--- src/rtl/wbm2axi_bridge.sv ---
// Pipelined Wishbone B4 master to AXI4 master bridge: one single-beat AXI transaction per Wishbone request.
// Reads and writes are never in flight together, so responses return in order; dropping cyc drains without acks.
module wbm2axi_bridge #(
  parameter int C_AXI_ADDR_WIDTH = 28,
  parameter int C_AXI_DATA_WIDTH = 128,
  parameter int C_AXI_ID_WIDTH   = 6,
  parameter int DW               = 32,
  parameter int LGFIFO           = 5,
  localparam int AW              = C_AXI_ADDR_WIDTH - $clog2(DW/8)
) (
  input  logic                          i_clk,
  input  logic                          i_reset,
  input  logic                          i_wb_cyc,
  input  logic                          i_wb_stb,
  input  logic                          i_wb_we,
  input  logic [AW-1:0]                 i_wb_addr,
  input  logic [DW-1:0]                 i_wb_data,
  input  logic [DW/8-1:0]               i_wb_sel,
  output logic                          o_wb_stall,
  output logic                          o_wb_ack,
  output logic                          o_wb_err,
  output logic [DW-1:0]                 o_wb_data,
  output logic [C_AXI_ID_WIDTH-1:0]     o_axi_awid,
  output logic [C_AXI_ADDR_WIDTH-1:0]   o_axi_awaddr,
  output logic [7:0]                    o_axi_awlen,
  output logic [2:0]                    o_axi_awsize,
  output logic [1:0]                    o_axi_awburst,
  output logic                          o_axi_awlock,
  output logic [3:0]                    o_axi_awcache,
  output logic [2:0]                    o_axi_awprot,
  output logic [3:0]                    o_axi_awqos,
  output logic                          o_axi_awvalid,
  input  logic                          i_axi_awready,
  output logic [C_AXI_DATA_WIDTH-1:0]   o_axi_wdata,
  output logic [C_AXI_DATA_WIDTH/8-1:0] o_axi_wstrb,
  output logic                          o_axi_wlast,
  output logic                          o_axi_wvalid,
  input  logic                          i_axi_wready,
  input  logic [C_AXI_ID_WIDTH-1:0]     i_axi_bid,
  input  logic [1:0]                    i_axi_bresp,
  input  logic                          i_axi_bvalid,
  output logic                          o_axi_bready,
  output logic [C_AXI_ID_WIDTH-1:0]     o_axi_arid,
  output logic [C_AXI_ADDR_WIDTH-1:0]   o_axi_araddr,
  output logic [7:0]                    o_axi_arlen,
  output logic [2:0]                    o_axi_arsize,
  output logic [1:0]                    o_axi_arburst,
  output logic                          o_axi_arlock,
  output logic [3:0]                    o_axi_arcache,
  output logic [2:0]                    o_axi_arprot,
  output logic [3:0]                    o_axi_arqos,
  output logic                          o_axi_arvalid,
  input  logic                          i_axi_arready,
  input  logic [C_AXI_ID_WIDTH-1:0]     i_axi_rid,
  input  logic [C_AXI_DATA_WIDTH-1:0]   i_axi_rdata,
  input  logic [1:0]                    i_axi_rresp,
  input  logic                          i_axi_rlast,
  input  logic                          i_axi_rvalid,
  output logic                          o_axi_rready
);

  localparam int AXILSB = $clog2(C_AXI_DATA_WIDTH/8);
  localparam int DWLSB  = $clog2(DW/8);
  localparam int LANEW  = $clog2(C_AXI_DATA_WIDTH/DW);
  localparam int LW     = (LANEW > 0) ? LANEW : 1;
  localparam int NLANE  = C_AXI_DATA_WIDTH / DW;
  localparam int DEPTH  = 1 << LGFIFO;
  localparam logic [LGFIFO:0] MAX_CNT = (LGFIFO+1)'(DEPTH);

  typedef enum logic [1:0] {IDLE, BUSY_RD, BUSY_WR, DRAIN} state_t;

  state_t                     state;
  logic [LGFIFO:0]            cnt, cnt_nxt;
  logic                       dir_wr;
  logic [LW-1:0]              lane_mem [DEPTH];
  logic [LGFIFO-1:0]          wr_ptr, rd_ptr;
  logic [LW-1:0]              req_lane, rsp_lane;
  logic [C_AXI_DATA_WIDTH/8-1:0] req_strb;
  logic                       accept, resp_b, resp_r, resp, resp_err;

  assign o_axi_awid    = '0;
  assign o_axi_awlen   = 8'd0;
  assign o_axi_awsize  = 3'(AXILSB);
  assign o_axi_awburst = 2'b01;
  assign o_axi_awlock  = 1'b0;
  assign o_axi_awcache = 4'b0011;
  assign o_axi_awprot  = 3'b000;
  assign o_axi_awqos   = 4'd0;
  assign o_axi_arid    = '0;
  assign o_axi_arlen   = 8'd0;
  assign o_axi_arsize  = 3'(AXILSB);
  assign o_axi_arburst = 2'b01;
  assign o_axi_arlock  = 1'b0;
  assign o_axi_arcache = 4'b0011;
  assign o_axi_arprot  = 3'b000;
  assign o_axi_arqos   = 4'd0;
  assign o_axi_wlast   = 1'b1;
  assign o_axi_bready  = 1'b1;
  assign o_axi_rready  = 1'b1;

  logic unused_inputs;
  assign unused_inputs = &{1'b0, i_axi_bid, i_axi_rid, i_axi_rlast, i_axi_bresp[0], i_axi_rresp[0]};

  assign req_lane = (LANEW > 0) ? i_wb_addr[LW-1:0] : '0;
  assign rsp_lane = lane_mem[rd_ptr];

  // Responses only count against transactions of the current direction; strays are dropped.
  assign resp_b   = i_axi_bvalid && (cnt != '0) && dir_wr;
  assign resp_r   = i_axi_rvalid && (cnt != '0) && !dir_wr;
  assign resp     = resp_b || resp_r;
  assign resp_err = resp_b ? i_axi_bresp[1] : i_axi_rresp[1];

  // A full window may still accept when a response frees a slot in the same cycle.
  assign o_wb_stall = (o_axi_awvalid && !i_axi_awready)
                   || (o_axi_wvalid  && !i_axi_wready)
                   || (o_axi_arvalid && !i_axi_arready)
                   || ((cnt == MAX_CNT) && !resp)
                   || (state == DRAIN)
                   || ((cnt != '0) && (i_wb_we != dir_wr));

  assign accept = i_wb_stb && i_wb_cyc && !o_wb_stall;

  always_comb begin
    req_strb = '0;
    req_strb[int'(req_lane)*(DW/8) +: DW/8] = i_wb_sel;
  end

  always_comb begin
    cnt_nxt = cnt;
    if (accept && !resp)
      cnt_nxt = cnt + 1'b1;
    else if (!accept && resp)
      cnt_nxt = cnt - 1'b1;
  end

  always_ff @(posedge i_clk) begin
    if (accept && !i_wb_we)
      lane_mem[wr_ptr] <= req_lane;
  end

  always_ff @(posedge i_clk) begin
    if (i_reset) begin
      state         <= IDLE;
      cnt           <= '0;
      dir_wr        <= 1'b0;
      wr_ptr        <= '0;
      rd_ptr        <= '0;
      o_axi_awvalid <= 1'b0;
      o_axi_wvalid  <= 1'b0;
      o_axi_arvalid <= 1'b0;
      o_wb_ack      <= 1'b0;
      o_wb_err      <= 1'b0;
      o_wb_data     <= '0;
    end else begin
      o_wb_ack <= resp && !resp_err && i_wb_cyc && (state != DRAIN);
      o_wb_err <= resp &&  resp_err && i_wb_cyc && (state != DRAIN);
      cnt      <= cnt_nxt;

      if (i_axi_awready) o_axi_awvalid <= 1'b0;
      if (i_axi_wready)  o_axi_wvalid  <= 1'b0;
      if (i_axi_arready) o_axi_arvalid <= 1'b0;

      if (accept) begin
        dir_wr <= i_wb_we;
        if (i_wb_we) begin
          o_axi_awvalid <= 1'b1;
          o_axi_wvalid  <= 1'b1;
          o_axi_awaddr  <= C_AXI_ADDR_WIDTH'(i_wb_addr) << DWLSB;
          o_axi_wdata   <= {NLANE{i_wb_data}};
          o_axi_wstrb   <= req_strb;
        end else begin
          o_axi_arvalid <= 1'b1;
          o_axi_araddr  <= C_AXI_ADDR_WIDTH'(i_wb_addr) << DWLSB;
          wr_ptr        <= wr_ptr + 1'b1;
        end
      end

      if (resp_r) begin
        o_wb_data <= i_axi_rdata[int'(rsp_lane)*DW +: DW];
        rd_ptr    <= rd_ptr + 1'b1;
      end

      case (state)
        IDLE:
          if (accept) state <= i_wb_we ? BUSY_WR : BUSY_RD;
        BUSY_RD, BUSY_WR:
          if (cnt_nxt == '0)   state <= IDLE;
          else if (!i_wb_cyc)  state <= DRAIN;
        DRAIN:
          if ((cnt == '0) && !o_axi_awvalid && !o_axi_wvalid && !o_axi_arvalid)
            state <= IDLE;
        default: state <= IDLE;
      endcase
    end
  end

endmodule

--- config.mk ---
export PLATFORM = sky130hd
export DESIGN_NAME = wbm2axi_bridge
export DESIGN_NICKNAME = d
export VERILOG_FILES = /design/src/rtl/wbm2axi_bridge.sv
export SDC_FILE = /design/constraint.sdc
export NUM_CORES = 1
export LEC_CHECK = 0
export BUFFER_PORTS_ARGS = -buffer_cell sky130_fd_sc_hd__clkbuf_2
export CAP_MARGIN = 5
export CELL_PAD_IN_SITES_DETAIL_PLACEMENT = 1
export CELL_PAD_IN_SITES_GLOBAL_PLACEMENT = 1
export CORE_AREA = 3 3 199 201
export DETAILED_ROUTE_END_ITERATION = 16
export DIE_AREA = 0 0 202 204
export PLACE_DENSITY = 0.68
export SKIP_LAST_GASP = 1
export SLEW_MARGIN = 20
export SYNTH_ARGS = -nofsm -noshare
export SYNTH_HDL_FRONTEND = slang
export SYNTH_SLANG_ARGS = --single-unit
--- constraint.sdc ---
create_clock -name i_clk -period 5.2 [get_ports i_clk]
set_input_delay 0.52 -clock i_clk [delete_from_list [all_inputs] [get_ports i_clk]]
set_output_delay 0.52 -clock i_clk [all_outputs]
set_load 0.01 [all_outputs]
# == Word level (Yosys, flattened, before mapping) ==
# Memory sizes are Yosys's and may differ from the RTL's. A register that Yosys moved wholly into a read port is not among the register bits.
# Cells that the tools add are included.
# classes
reduce_logical,50
n_addsub,5
n_bitwise,3
n_eq_ne,9
multipliers,0
mux,22
shifts,3
n_div,0
magnitude_cmp,0
# ops
operator,n
$shiftx 128x8->32,1
$neg 4->33,1
$shift 4x33->16 const A,1
$shiftx 4x33->16,1
$logic_and 1x1->1,23
$and 16x16->16,1
$logic_not 1->1,12
$logic_not 6->1,2
$mux 1,12
$mux 6,2
$add 5x1->5 const B,2
$mux 2,5
$mux 5,2
$reduce_and 3->1,3
$add 6x1->6 const B,1
$eq 6x6->1 const B,1
$logic_or 1x1->1,6
$pmux 2 s3,1
$reduce_bool 6->1,1
$sub 6x1->6 const B,1
$eq 2x2->1 const B,2
$ne 2x2->1 const B,2
$ne 3x3->1 const B,1
$eq 2x1->1 const B,1
other kinds (6),7
# totals
n_memories,1
out_inout_bits,303
regBits,252
ramBits,64
input_bits,217
latch_bits,0
elab_cells,108
romBits,0
# mem_list
name,words,width,rd,rd_ports_with_merged_regs,wr,line,source
lane_mem,32,2,1,1,1,75,logic [LW-1:0] lane_mem [DEPTH];

# == Longest topological paths before layout ==
# Gate-level depths: netlist of the first run.
# logic_depth
depth_word,18
depth_mapped,10
ltp_nobuf,10

# == Worst setup path after synthesis of the first run ==
# No wires, ideal clock.
# synth_path
kind,input to register
from,in i_wb_we
to,reg o_axi_awaddr[10] (enable)
setup_slack_ns,1.524
n_path_buf,1
path_stages,6
t_arrival_ns,3.249
path_cell_list,clkbuf_1 > xnor2_1 > o21ai_1 > a21o_1 > or3b_2 > inv_1
# synth_via
elab_chain_cells,6
# synth_lines
item,line,source
"start, declared",15,"input logic i_wb_we,"
$ne 1x1->1,119,|| ((cnt != '0) && (i_wb_we != dir_wr));
$logic_and 1x1->1,119,
$logic_or 1x1->1,119,
$logic_not 1->1,121,assign accept = i_wb_stb && i_wb_cyc && !o_wb_stall;
$logic_and 1x1->1,121,
$reduce_and 3->1 (no line) (*),n/a,
"end signal, assigned",168,o_axi_awaddr <= C_AXI_ADDR_WIDTH'(i_wb_addr) << DWLSB;
"end, declared",24,"output logic [C_AXI_ADDR_WIDTH-1:0] o_axi_awaddr,"
# Every way passes the cells marked *; elsewhere a longest branch is shown, timed or not.
# A chain may end at the register's enable or synchronous reset.

==> results of run 1 <==
==> cell families (layout without fill, tap and decap cells) <==
logic type               count (synthesis)  count (layout)
AND/OR/NAND/NOR                        166             166
buffers and inverters                  208             515
flip-flops                             225             225
multiplexers                            95              95
XOR/XNOR                                13              13
adder cells (fa/ha/maj)                 15              15
other                                    2              69
AO/OA/AOI/OAI                           65              65
==> layout by cell type (no fill, tap or decap), types with 3 or more instances in the layout <==
cell,n
a21o_1,3
a21oi_1,9
and2_1,16
and3b_1,3
buf_4,16
bufinv_16,7
clkbuf_1,3
clkbuf_16,28
clkbuf_2,435
clkinv_1,6
clkinv_2,3
conb_1,69
dfxtp_1,61
edfxtp_1,164
ha_1,15
inv_1,10
mux2i_1,73
mux4_2,19
nand2_1,47
nand2b_1,6
nand3_1,7
nand3b_1,3
nand4_1,4
nor2_1,53
nor3_1,4
nor4_1,3
o21ai_0,3
o221ai_1,32
or3b_2,4
xnor2_1,6
xor2_1,7
==> path summary, 6_finish.rpt <==
path                startpoint          endpoint  slack [ps]  depth (start not counted)
setup / recovery          flop     o_wb_data[12]        1410                          6
hold / removal    i_wb_data[8]  o_axi_wdata[104]         120                          1
setup reg to reg          flop     o_wb_data[12]        1410                          6
hold reg to reg   o_wb_data[0]      o_wb_data[0]         460                          2
==> metrics by stage <==
step                      setup WS [ps]  utilization [%]  hold slack, ps  instances
after detailed placement           1400             32.5             451       1623
after global placement             1400             32.5             443       1623
after global routing               1180             35.2            91.1       1674
after floorplan                    1520                -             474        856
final                              1410             35.2             124       1674
after CTS                          1340             35.2            87.6       1674
==> power breakdown <==
| part | switching [mW] | internal [mW] | leakage (nW) |
|---|---|---|---|
| Combinational | 0.772 | 0.645 | 3.26 |
| Clock | 0.780 | 1.34 | 0.493 |
| Sequential | 0.148 | 2.11 | 1.98 |
| Total | 1.70 | 4.09 | 5.74 |
==> worst max-delay path, stage by stage, from the launching register on <==
cell and delay (ps):
dfxtp_1 910, mux4_2 630, mux4_2 540, mux2i_4 760, buf_12 260, mux2i_1 290
o221ai_1 170
==> registers in the layout, indices dropped and copies added, names as in the netlist, 2 cells and up, named ones only <==
name / flops
wr_ptr: 5
o_wb_data: 32
o_axi_wdata: 32
o_axi_araddr: 26
lane_mem: 64
o_axi_awaddr: 26
o_axi_wstrb: 16
cnt: 6
state: 2
rd_ptr: 5
==> layout make-up <==
cell class              count  area share [%]
well taps                 511            4.82
flip-flops and latches    225            46.3
inverters                  11           0.321
multi-input cells         423            23.3
repair buffers            453            17.6
clock buffers              31            5.36
clock inverters            20            2.32
==> per-layer routing <==
metal | up-vias | share of wire (%)
met2 | 231 | 54
met4 | 0 | 2.1
met3 | 35 | 5.8
met5 | - | 0
li1 | 3351 | -
met1 | 3580 | 38
==> impl_results.md, run 1 <==
* Largest net degree at the start of global routing at 75
* GR Util met2 at 25.2%
* Pre-Repair DR Iteration Count at 4
* Sequential area share after synthesis at 58.9%
* Global-route wire length before repair at 44,400 um
* Placeable Area at 37,800 um2
* Total die area at 41,200 um2
* Num Clock Sinks at ~230
* Worst slew margin at 35.4%
* Run status: finished, final reports clean
* Vias in the first global route at 7,655
* Mux contribution to synthesized area at 11.4%
* H-tree levels at 1
* RePlAce Congestion at about 0.8
* HPWL Detailed at 22,500 um
* Post-synthesis xor/xnor area fraction at 1.09%
* Mapped Cells at 789
* Filler cells at approximately 4,200
* Area leader, netlist: edfxtp_1
* Skew-Pair Late Insertion Delay at 570 ps
* Die width at 202 um
* Mapped Avg Cell Area at 13.2 um2
* Slew @ Worst Pin at 949 ps
* Startpoint types: flop
* Fin crit period at about 3800 ps
* Layout cells sized above 1 at between 40% and 50%
* PD cells at 436 nW/um2
* Nets at 1,374
* Peak VDD IR at around 0.25 mV
* Synth warnings at 0
* Clock transition at the registers of the reported paths at 60 ps
* Number of setup buffers added after CTS at 0
* Arr. time, crit path at 4160 ps
* Tightest Hold Check Type: primary input to flop
* Root Driver: clkbuf_16
* Worst-case clock skew at 40.9 ps
* Total Wirelength at 29,500 um
* Setup violators final at 0
* Post-DR vias/cell at 4.30
* Final TNS setup at 0 ps
* Vias at between 7,000 and 8,000
* Pwr Total at between 5 and 6 mW
* # resized after CTS at 0
* Synthesis-to-layout area growth at 27.2%
* Share of the synthesized area in the top cell type at 47.2%
* Req. time, crit path at 5570 ps
* CTS tree: built
* M1 GR Usage at 15.8%
* Drt wl/cell at 17.6 um
* Antenna violations before repair at 0
* Initial DRC count at between 300 and 400
* Ys async rst share at 0%
* Synth unique cells at 56
* Setup crit end kind: flop
* Static Leakage at about 5.7 nW
* Top cells by area, synth: edfxtp_1, buf_4, dfxtp_1
* Simple-gate share of the synthesized area at 7.83%
* Storage element area at about 6100 um2
* Post-synth EDFFs at 164
* GRT met3 Usage at 3.07%
* Overflow left after global routing at 0
* Post-synth top cells: buf_4, edfxtp_1, mux2i_1
* Top Ports at 520
* Top_reg_cell synth: edfxtp_1
* Max FO, Critical Path at 20
* Busiest grt layer: met2
* Syn Std Cell Area at 10,400 um2
* WS Path Type: flop to flop
* Synthesized flop and latch total at 225
* Total Routing Usage GR at around 14%
* Final worst path period share at 72.9%
* Placed Area at 12,300 um2
* Synth Area in Compound Gates at 4.81%
* Ant diodes at 0
* Combinational family with the most area after synthesis: buffers and inverters
* Max Buffers Root-to-Sink at 3
* Port bufs at 435
* Final Slew Violations at 0
* Final Hold Violating Endpoints at 0
* CTS Buf Count at 28
* RSZ-0062 raised after global routing: no
* Initial Util at between 20% and 30%
* Max cap viols at 0
* Synth Area in Adders at 1.80%
* Antenna-violating nets left at 0
* Post-route DRC at 0
* Multi-input logic area at 3090 um2
* Fmax at 0.264 GHz
* Hold Buf Count CTS at 0
* Die Height at 204 um
* Design area at 13,300 um2
* Most common cell in the netlist: buf_4
* FP Rows at 71
Note: power is estimated with default switching activity, not from simulation.
==> run 2, diff against run 1 <==
CORE_AREA = 3 3 202 204   (was 3 3 199 201)
DIE_AREA = 0 0 205 207   (was 0 0 202 204)
PLACE_DENSITY = 0.69   (was 0.68)
clock period = 3.2 ns   (was 5.2 ns; I/O delays follow)
==> impl_results.md, run 2 (synthesis results as in run 1) <==
* Run status: finished, final reports clean (unchanged)
* Pre-Repair DR Iteration Count at 4 (unchanged)
* WS Path Type: flop to flop (unchanged)
* Total Routing Usage GR at 13.6% (was 13.5%)
* Setup violators final at 0 (unchanged)
* Antenna violations before repair at 0 (unchanged)
* RePlAce Congestion at 0.807 (was 0.809)
* HPWL Detailed at 22,600 um (was 22,500 um)
* Ant diodes at 0 (unchanged)
* Total Wirelength at 30,400 um (was 29,500 um)
* H-tree levels at 1 (unchanged)
* Max Buffers Root-to-Sink at 3 (unchanged)
* Num Clock Sinks at 225 (unchanged)
* Layout cells sized above 1 at 44.4% (was 45.3%)
* Wire length on met1 at 11,900 um (was 11,200 um)
* Tightest Hold Check Type: primary input to flop (unchanged)
* Port bufs at 435 (unchanged)
* Die width at 205 um (was 202 um)
* FP Rows at 73 (was 71)
* Fin crit period at 2800 ps (was 3790 ps)
* Largest net degree at the start of global routing at 39 (was 75)
* Top Ports at 520 (unchanged)
* RSZ-0062 raised after global routing: no (unchanged)
* Vias in the first global route at 7,894 (was 7,655)
* CTS Buf Count at 27 (was 28)
* Die Height at 207 um (was 204 um)
* Final worst path period share at 87.6% (was 72.9%)
* Placed Area at 12,400 um2 (was 12,300 um2)
* Worst slack, placed at 352 ps (was 1400 ps)
* Antenna-violating nets left at 0 (unchanged)
* PD cells at 677 nW/um2 (was 436 nW/um2)
* Top Metal Used: met4 (unchanged)
* Synthesis-to-layout area growth at 33.7% (was 27.2%)
* Wire length on met2 at 16,000 um (was 15,900 um)
* Placeable Area at 39,500 um2 (was 37,800 um2)
* Placed insts at 1,651 (was 1,623)
* Hold slack at 74.9 ps (was 124 ps)
* Worst-case clock skew at 19.2 ps (was 40.9 ps)
* Drt wl/cell at 17.3 um (was 17.6 um)
* Max cap viols at 0 (unchanged)
* Final TNS setup at 0 ps (unchanged)
* Pwr Total at 9.44 mW (was 5.79 mW)
* Regs by FF count: lane_mem: 64 flops, o_axi_wdata: 32 flops, o_wb_data: 32 flops (unchanged)
* Arr. time, crit path at 3280 ps (was 4160 ps)
* Vias at 7,362 (was 7,197)
* Design area at 14,000 um2 (was 13,300 um2)
* Peak VDD IR at 0.415 mV (was 0.249 mV)
* Root Driver: clkbuf_16 (unchanged)
* Clock transition at the registers of the reported paths at 60 ps (about the same)
* Post-DR vias/cell at 4.19 (was 4.30)
* Largest register FFs at 64 (unchanged)
* Skew-Pair Late Insertion Delay at 560 ps (was 570 ps)
* Most frequent cells in the layout: clkbuf_2, edfxtp_1, mux2i_1 (unchanged)
* Total die area at 42,400 um2 (was 41,200 um2)
* Initial Util at 26.4% (was 27.6%)
* Met3 Wirelength at 1680 um (was 1710 um)
* Most common cell after layout, fill and taps aside: clkbuf_2 (unchanged)
* Setup crit end kind: flop (unchanged)
* Final Slew Violations at 0 (unchanged)
* Top reg by flops: lane_mem (unchanged)
* Fmax at 0.357 GHz (was 0.264 GHz)
* Nets at 1,443 (was 1,374)
* Post-Route Utilization at 35.4% (was 35.2%)
* Post-route DRC at 0 (unchanged)
* Final Hold Violating Endpoints at 0 (unchanged)
* Initial DRC count at 319 (was 302)
* Startpoint types: flop (unchanged)
* Max FO, Critical Path at 6 (was 20)
* Global-route wire length before repair at 45,700 um (was 44,400 um)
* # resized after CTS at 0 (unchanged)
* Slew @ Worst Pin at 633 ps (was 949 ps)
* Worst setup margin at 397 ps (was 1410 ps)
* Overflow left after global routing at 0 (unchanged)
* Post-route insts no fill at 1,756 (was 1,674)
* Req. time, crit path at 3680 ps (was 5570 ps)
* Static Leakage at 6.03 nW (was 5.74 nW)
* Worst slew margin at 57.2% (was 35.4%)
* CTS tree: built (unchanged)
[run 2: cell count changes in the layout (fill, tap and decap cells not counted), sizes merged]
cell         delta
clkbuf          -3
inv             +1
clkinv          -4
dlygate4sd3    +56
clkinvlp        +5
bufinv          -1
buf            +14
[run 2: worst max-delay path, stage by stage, from the launching register on]
cell	delay [ps]
dfxtp_1	360
inv_1	130
ha_1	180
or4b_4	500
a32oi_1	330
nor3_1	110
or3_1	340
a21oi_1	190
nand4b_1	170
a31oi_1	260
a2bb2oi_1	170
[run 2: power breakdown]
| group | switching (mW) | internal [mW] | leakage, nW |
|---|---|---|---|
| combinational | 1.31 | 1.17 | 3.57 |
| sequential | 0.187 | 3.42 | 1.98 |
| clock | 1.30 | 2.05 | 0.471 |
[run 2: cell type report]
class	instances	area (um2)
clock buffers	28	679
clock inverters	21	298
well taps	525	657
inverters	11	45.0
repair buffers	523	3040
flip-flops and latches	225	6150
multi-input cells	423	3090
fillers	4465	25500
[run 2: metal layers]
layer  vias up  track usage, %
met4         0            3.37
li1       3472               -
met3        41            2.99
met1      3626            15.7
met5         -               0
met2       223            25.2
[run 2: path summary, 6_finish.rpt]
check | start | endpoint | slack (ps) | cells after the start
setup / recovery | cnt[0] | state[1] | 400 | 10
hold / removal | i_axi_rdata[9] | o_wb_data[9] | 70 | 3
hold reg to reg | o_wb_data[18] | o_wb_data[18] | 460 | 2
setup reg to reg | cnt[0] | state[1] | 400 | 10
[run 2: timing repair]
action,in CTS,in global routing
hold endpoints to repair,80,0
hold buffers,56,0
setup buffers,0,0
setup endpoints to repair,0,0
==> run 3, diff against run 2 <==
ABC_AREA = 1   (was not set)
CORE_AREA = 3 3 199 201   (was 3 3 202 204)
DIE_AREA = 0 0 202 204   (was 0 0 205 207)
PLACE_DENSITY = 0.73   (was 0.69)
clock period = 3.6 ns   (was 3.2 ns; I/O delays follow)
==> impl_results.md, run 3 <==
* Ys async rst share at 0% (unchanged)
* Synth warnings at 0 (unchanged)
* Post-Route Utilization at 37.1% (was 35.4%)
* RSZ-0062 raised after global routing: no (unchanged)
* Peak VDD IR at 0.413 mV (was 0.415 mV)
* Top_reg_cell synth: edfxtp_1 (unchanged)
* Initial DRC count at 370 (was 319)
* Vias in the first global route at 9,411 (was 7,894)
* Nets at 1,745 (was 1,443)
* Antenna violations before repair at 3 (was 0)
* Worst-case clock skew at 10.8 ps (was 19.2 ps)
* Sequential area share after synthesis at 55.7% (was 58.9%)
* Synthesized flop and latch total at 225 (unchanged)
* Vias at 8,952 (was 7,362)
* Drt wl/cell at 18.3 um (was 17.3 um)
* Slew @ Worst Pin at 724 ps (was 633 ps)
* PD cells at 649 nW/um2 (was 677 nW/um2)
* Most common cell in the netlist: nor2_1 (was buf_4)
* Final TNS setup at 0 ps (unchanged)
* RePlAce Congestion at 0.810 (was 0.807)
* Synthesis-to-layout area growth at 27.0% (was 33.7%)
* Setup crit end kind: flop (unchanged)
* Top cells by area, synth: edfxtp_1, buf_4, dfxtp_1 (unchanged)
* Pre-Repair DR Iteration Count at 4 (unchanged)
* Antenna-violating nets left at 0 (unchanged)
* Post-synth EDFFs at 164 (unchanged)
* Run status: finished, final reports clean (unchanged)
* Max FO, Critical Path at 64 (was 6)
* Largest net degree at the start of global routing at 65 (was 39)
* Post-route insts no fill at 2,042 (was 1,756)
* Share of the synthesized area in the top cell type at 44.6% (was 47.2%)
* Top Ports at 520 (unchanged)
* Die Height at 204 um (was 207 um)
* Number of setup buffers added after CTS at 0 (unchanged)
* Final Slew Violations at 0 (unchanged)
* Die width at 202 um (was 205 um)
* Worst setup margin at 882 ps (was 397 ps)
* Total die area at 41,200 um2 (was 42,400 um2)
* Mapped Avg Cell Area at 9.76 um2 (was 13.2 um2)
* Most common cell after layout, fill and taps aside: clkbuf_2 (unchanged)
* H-tree levels at 1 (unchanged)
* Final worst path period share at 75.5% (was 87.6%)
* Final Hold Violating Endpoints at 0 (unchanged)
* Setup violators final at 0 (unchanged)
* Total Wirelength at 37,400 um (was 30,400 um)
* Max cap viols at 0 (unchanged)
* Regs by FF count: lane_mem: 64 flops, o_axi_wdata: 32 flops, o_wb_data: 32 flops (unchanged)
* Clock transition at the registers of the reported paths at 60 ps (about the same)
* Post-route DRC at 0 (unchanged)
* CTS tree: built (unchanged)
* Root Driver: clkbuf_16 (unchanged)
* Max Buffers Root-to-Sink at 3 (unchanged)
* Port bufs at 435 (unchanged)
* Post-synth top cells: nor2_1, buf_4, edfxtp_1 (was buf_4, edfxtp_1, mux2i_1)
* Most frequent cells in the layout: clkbuf_2, nor2_1, edfxtp_1 (was clkbuf_2, edfxtp_1, mux2i_1)
* Fin crit period at 2720 ps (was 2800 ps)
* Static Leakage at 6.30 nW (was 6.03 nW)
* Largest register FFs at 64 (unchanged)
* Overflow left after global routing at 0 (unchanged)
* CTS Buf Count at 27 (unchanged)
* Worst slew margin at 51.6% (was 57.2%)
* Synth unique cells at 40 (was 56)
* Tightest Hold Check Type: primary input to flop (unchanged)
* Design area at 14,000 um2 (about the same)
* Layout cells sized above 1 at 33.9% (was 44.4%)
* Req. time, crit path at 4080 ps (was 3680 ps)
* Placed insts at 1,954 (was 1,651)
* Placed Area at 12,800 um2 (was 12,400 um2)
* Num Clock Sinks at 225 (unchanged)
* Total Routing Usage GR at 17.0% (was 13.6%)
* Syn Std Cell Area at 11,000 um2 (was 10,400 um2)
* Filler cells at 4,459 (was 4,465)
* WS Path Type: flop to flop (unchanged)
* Mapped Cells at 1,131 (was 789)
* Hold slack at 33.3 ps (was 74.9 ps)
* Arr. time, crit path at 3200 ps (was 3280 ps)
* Area leader, netlist: edfxtp_1 (unchanged)
* Pwr Total at 9.09 mW (was 9.44 mW)
* HPWL Detailed at 28,100 um (was 22,600 um)
* FP Rows at 71 (was 73)
* Fmax at 0.368 GHz (was 0.357 GHz)
* Placeable Area at 37,800 um2 (was 39,500 um2)
* Worst slack, placed at 851 ps (was 352 ps)
* Global-route wire length before repair at 55,300 um (was 45,700 um)
* Top reg by flops: lane_mem (unchanged)
* Initial Util at 29.2% (was 26.4%)
* Startpoint types: flop (unchanged)
* Post-DR vias/cell at 4.38 (was 4.19)
* Skew-Pair Late Insertion Delay at 530 ps (was 560 ps)
-- run 3: cell count changes in the layout (fill, tap and decap cells not counted), moves of 44 or more --
cell and change:
mux2i_1 -72, inv_1 +65, nand3_1 +53, nand2_1 +57, nor2_1 +162, o21ai_1 +44
-- run 3: area by class of cell --
| cell class | instances | area, um2 | share of cell area (%) |
|---|---|---|---|
| antenna | 1 | 2.50 | 0.0179 |
| clock buffer | 31 | 691 | 4.93 |
| clock inverter | 15 | 83.8 | 0.598 |
| inverter | 81 | 304 | 2.17 |
| multi-input combinational | 683 | 3370 | 24.0 |
| sequential | 225 | 6150 | 43.9 |
| tap | 511 | 639 | 4.56 |
| timing repair buffer | 495 | 2780 | 19.8 |
-- run 3: worst max-delay path: stages (launching register included) --
cell and delay [ps]:
dfxtp_1 320, inv_2 410, o21ai_0 170, o22ai_1 190, o21a_1 130, o21ai_1 50, nand3_1 90, nand2_2 90
inv_2 50, buf_4 520, o211ai_1 270, nand3_1 170, nand2_1 60, inv_1 50
-- run 3: kinds of logic after synthesis --
logic type / count (synthesis) / share of synthesized area [%]
fa+ha+maj: 15 / 1.70
buf+inv: 290 / 16.2
compound gates: 147 / 8.02
other cells: 2 / 0.0681
flops: 225 / 55.7
xor+xnor: 8 / 0.635
simple gates: 443 / 17.6
mux: 1 / 0.0907
-- run 3: timing repair --
item,CTS,global route
resized for setup,0,0
hold endpoints to repair,44,6
hold buffers,38,3
-- run 3: report_power, final --
group	switching, mW	total, mW	leakage, nW	internal, mW
combinational	2.23	3.46	3.94	1.23
sequential	0.174	3.21	1.99	3.03
clock	1.06	2.43	0.374	1.36
total	3.47	9.09	6.30	5.62
-- run 3: layer usage --
metal / vias up / share of wire [%] / global-route usage (%)
met5: - / 0 / 0
met4: 0 / 2.5 / 3.84
met3: 49 / 6.5 / 4.00
met2: 320 / 54 / 33.6
met1: 4272 / 37 / 18.3
li1: 4311 / - / -
-- run 3: path summary, 6_finish.rpt --
path / slack, ps / startpoint / depth (start not counted) / endpoint
worst max-delay path: 880 / flop / 13 / o_wb_data[1]
worst min-delay path: 30 / i_wb_addr[18] / 1 / o_axi_araddr[20]
worst max register to register: 880 / flop / 13 / o_wb_data[1]
worst min register to register: 510 / o_axi_awvalid / 2 / o_axi_awvalid
